===== config.mk =====
export PLATFORM = sky130hd
export DESIGN_NAME = fanout_fork_buffer
export DESIGN_NICKNAME = d
export VERILOG_FILES = /design/src/rtl/fanout_fork_buffer.sv
export SDC_FILE = /design/constraint.sdc
export NUM_CORES = 1
export LEC_CHECK = 0
export CAP_MARGIN = 20
export CORE_UTILIZATION = 43
export CTS_CLUSTER_DIAMETER = 100
export CTS_CLUSTER_SIZE = 24
export DETAILED_ROUTE_END_ITERATION = 12
export PLACE_DENSITY = 0.76
export SLEW_MARGIN = 40
export SYNTH_ARGS = -nofsm -noshare
export SYNTH_HDL_FRONTEND = slang
export SYNTH_SLANG_ARGS = --single-unit

===== constraint.sdc =====
create_clock -name clk -period 2.2 [get_ports clk]
set_input_delay 0.44 -clock clk [delete_from_list [all_inputs] [get_ports clk]]
set_output_delay 0.44 -clock clk [all_outputs]
set_load 0.1 [all_outputs]

===== src/rtl/fanout_fork_buffer.sv =====
// Registered eager-fork stage: holds one token and broadcasts it to every active sink,
// tracking which sinks still owe an accept so each sees the token exactly once.
module fanout_fork_buffer #(
  parameter int unsigned DATA_WIDTH = 17,
  parameter int unsigned NUM_OUT    = 9,
  parameter int unsigned CNT_WIDTH  = 16
) (
  input  logic                  clk,
  input  logic                  rst_n,
  input  logic                  flush,
  input  logic [NUM_OUT-1:0]    cfg_en,
  input  logic [NUM_OUT-1:0]    cfg_sel,
  input  logic [DATA_WIDTH-1:0] in_data,
  input  logic                  in_valid,
  output logic                  in_ready,
  output logic [DATA_WIDTH-1:0] out_data,
  output logic [NUM_OUT-1:0]    out_valid,
  input  logic [NUM_OUT-1:0]    out_ready,
  output logic [CNT_WIDTH-1:0]  tok_count
);

  logic                  buf_valid_q, buf_valid_d;
  logic [DATA_WIDTH-1:0] buf_data_q, buf_data_d;
  logic [NUM_OUT-1:0]    pending_q, pending_d;
  logic [CNT_WIDTH-1:0]  tok_count_q, tok_count_d;

  logic [NUM_OUT-1:0] acc;
  logic [NUM_OUT-1:0] active_mask;
  logic               retire;
  logic               load;

  assign out_valid   = {NUM_OUT{buf_valid_q}} & pending_q;
  assign out_data    = buf_data_q;
  assign tok_count   = tok_count_q;
  assign acc         = out_valid & out_ready;
  assign active_mask = cfg_en & cfg_sel;

  // Entry completes when every sink still owed the token accepts this cycle.
  assign retire   = buf_valid_q & ((pending_q & ~acc) == '0);
  assign in_ready = ~flush & (~buf_valid_q | retire);
  assign load     = in_valid & in_ready;

  always_comb begin
    buf_valid_d = buf_valid_q;
    buf_data_d  = buf_data_q;
    pending_d   = pending_q;
    tok_count_d = tok_count_q;
    if (flush) begin
      buf_valid_d = 1'b0;
      pending_d   = '0;
    end else if (load) begin
      buf_data_d  = in_data;
      pending_d   = active_mask;
      // A token with no active sink is counted but never held.
      buf_valid_d = |active_mask;
      tok_count_d = tok_count_q + 1'b1;
    end else if (retire) begin
      buf_valid_d = 1'b0;
      pending_d   = '0;
    end else begin
      pending_d   = pending_q & ~acc;
    end
  end

  always_ff @(posedge clk or negedge rst_n) begin
    if (!rst_n) begin
      buf_valid_q <= 1'b0;
      buf_data_q  <= '0;
      pending_q   <= '0;
      tok_count_q <= '0;
    end else begin
      buf_valid_q <= buf_valid_d;
      buf_data_q  <= buf_data_d;
      pending_q   <= pending_d;
      tok_count_q <= tok_count_d;
    end
  end

endmodule

==> flow_summary.json <==
{
  "status": "finished clean",
  "dp_worst_setup_slack_ps": -299,
  "clkPwrFrac_pct": 15.5,
  "antenna_found_initial": 0,
  "nNetsFinal": 358,
  "final_common_cell": "buf_4",
  "drc_errors": 0,
  "swShare_pct": 52.5,
  "ant_nets": 0,
  "grt_setup_unrepaired": "true",
  "clkTransAtPathRegs_ps": 90,
  "fin_skew_ps": 4.08,
  "antenna_cells": 0,
  "max_slew_margin_pct": 72.3,
  "p_leak_uw": 0.00154,
  "ys_top_cells_by_area": "dfrtp_1 (49%), mux2_2 (9.2%), xor2_1 (5.2%)",
  "synth-seq-cells": 43,
  "drt_wl_total_mm": 5.75,
  "cp_slowest_cell": "a2111oi_4",
  "worstPathMaxFanout": 3,
  "yosysWarnings": 0,
  "grt_max_degree": 32,
  "synth_nets": 240,
  "period_needed_ps": 2180,
  "finalSetupViolCount": 0,
  "p_switching_uw": 1780,
  "drv_slew": 0,
  "crit_arrival_ps": 1740,
  "layout_common_cells": "buf_4 (63), dfrtp_1 (43), clkdlybuf4s50_1 (39), mux2_2 (18), a21oi_1 (15)",
  "max_freq_mhz": 459,
  "dieArea_um2": 5420,
  "criticalPathCategory": "register to primary output",
  "die_h_um": 73.6,
  "ctsHoldBuffers": 0,
  "avgSynthCellArea_um2": 11.6,
  "drt_iter0_drc": 80,
  "ir_drop_v": 0.00110,
  "wl_met1_mm": 2.40,
  "worstPathCellList": "nor2b_4 > a2111oi_4 > nand3_4 > a21oi_4 > buf_12",
  "worst_slack_ps": 19.2,
  "netlist_area_um2": 2210,
  "slowest_delay_ps": 420,
  "synth.distinct_cells": 34,
  "dr.pass1.iters": 4,
  "required_ps": 1760,
  "die_x_um": 73.6,
  "fin_crit_sh_pct": 99.1,
  "hp-class": "primary input to asynchronous set/reset pin",
  "io_buffers": 90,
  "overflow": 0,
  "met3_length_um": 291,
  "crit_path_end_kind": "primary output",
  "vias_per_cell": 5.24,
  "numCtsBuffers": 5,
  "grt_pass1_vias": 1981,
  "drive_above_1_share_pct": 37.7,
  "grt_usage_pct": 23.4,
  "highest_layer": "met4",
  "cts_num_sinks": 43,
  "grt_pass1_wl_mm": 9.45,
  "htreeDepth": 2,
  "syn_to_final_growth_pct": 59.0,
  "num_vias": 1976,
  "p_comb_share_pct": 52.7,
  "start_util_pct": 45.8,
  "cap_violations": 0,
  "synthCells": 191,
  "clockRootBuffer": "clkbuf_8",
  "core-area_um2": 4820,
  "post_drt_wl_per_cell_um": 15.2,
  "tritoncts": "done",
  "seqPwrFrac_pct": 31.8,
  "dp.final_hpwl_mm": 4.37,
  "total_power_uw": 3390,
  "gp_congestion": 0.874,
  "synth_top_area_cell": "dfrtp_1",
  "synth_top_area_share_pct": 48.8,
  "dr_wl_met2_mm": 2.98,
  "clock_path_buffers": 2,
  "finalHoldViolations": 0,
  "clk-insertion-delay-late_ps": 300,
  "tightestPinTransition_ps": 415,
  "power.density_nw_per_um2": 966,
  "fp-row-count": 25,
  "worstSetupStartpointType": "register",
  "p_int_uw": 1610,
  "yosysSeqAreaShare_pct": 48.8,
  "io_pins": 91
}
## layout make-up
cell class,count,area [µm²]
Clock inverter,3,23.8
Inverter,7,26.3
Tap cell,67,83.8
Sequential cell,43,1080
Clock buffer,5,68.8
Multi-Input combinational cell,131,1080
Fill cell,372,1310
Timing Repair Buffer,121,1150
## metrics by stage
| step | util (%) | hold WS, ps | setup TNS (ps) | cell area, µm² | std cells |
|---|---|---|---|---|---|
| floorplan | - | 144 | 0 | 2220 | 191 |
| global placement | 70.1 | 335 | -5600 | 3380 | 365 |
| detailed placement | 70.1 | 338 | -6250 | 3380 | 365 |
| CTS | 72.7 | 5.35 | 0 | 3500 | 376 |
| global route | 72.8 | 21.7 | -57.1 | 3510 | 377 |
| finish | 72.8 | 2.18 | 0 | 3510 | 377 |
## power by group through the flow
stage                     logic [µW]  clock network [µW]  registers, µW
after floorplan                  314                   0           2070
after global placement          1770                   0           1080
after detailed placement        1780                   0           1090
after CTS                       1790                 536           1080
after global routing            1850                 563           1100
final                           1790                 524           1080
## per-layer routing
metal / track usage [%] / up-vias
li1: - / 946
met1: 29.8 / 950
met2: 39.8 / 73
met3: 4.53 / 7
met4: 7.69 / 0
met5: 0 / -
## path summary, 6_finish.rpt
check | cells past startpoint | startpoint | slack (ps) | to
max in group asynchronous | 2 | rst_n | 1510 | pending_q[7]$_DFF_PN0_
worst min-delay path | 1 | rst_n | 2 | out_data[0]$_DFFE_PN0P_
min in group clk | 1 | tok_count[15]$_DFFE_PN0P_ | 490 | tok_count[15]$_DFFE_PN0P_
worst max-delay path | 5 | pending_q[4]$_DFF_PN0_ | 20 | in_ready
worst max register to register | 7 | pending_q[4]$_DFF_PN0_ | 100 | tok_count[8]$_DFFE_PN0P_
worst min register to register | 1 | tok_count[15]$_DFFE_PN0P_ | 490 | tok_count[15]$_DFFE_PN0P_
## synthesized netlist by cell type
cell type / number
dfrtp_1: 43
mux2_2: 18
a21oi_1: 16
xor2_1: 13
and2_1: 11
nand2_1: 11
o2111ai_1: 9
inv_1: 7
nand3_1: 7
o211ai_1: 6
nand4_1: 5
and3_1: 4
buf_2: 4
clkbuf_1: 4
a2111oi_1: 3
a2111oi_4: 3
and2_0: 3
nor2b_1: 3
a211oi_1: 2
a22o_1: 2
a22oi_1: 2
or4_1: 2
xnor2_1: 2
a21boi_2: 1
a221oi_2: 1
and4_1: 1
buf_4: 1
buf_6: 1
ha_1: 1
nand2_2: 1
nand4_4: 1
nor2_1: 1
nor2b_4: 1
or2_2: 1
## logic make-up after synthesis
kind of cell | after synthesis | share of synthesized area (%)
simple gates | 52 | 14.2
compound gates | 45 | 17.7
flops | 43 | 48.8
mux | 18 | 9.18
buf+inv | 17 | 3.63
xor+xnor | 15 | 5.95
fa+ha+maj | 1 | 0.567
## repair_timing
item | CTS | global route
cloned | 0 | 0
pin swaps | 4 | 1
setup buffers | 3 | 1
setup endpoints to repair | 1 | 5
resized for setup | 14 | 0
## registers in the layout (all words and copies together) (netlist names)
name / flops
buf_valid_q: 1
tok_count: 16
out_data: 17
pending_q: 9
## critical path, delay by kind of cell (launching register included)
kind / cells / cell delay, ps
compound gates: 2 / 580
flops: 1 / 410
simple gates: 2 / 270
buf+inv: 1 / 190
(Power assumes the default switching activity.)
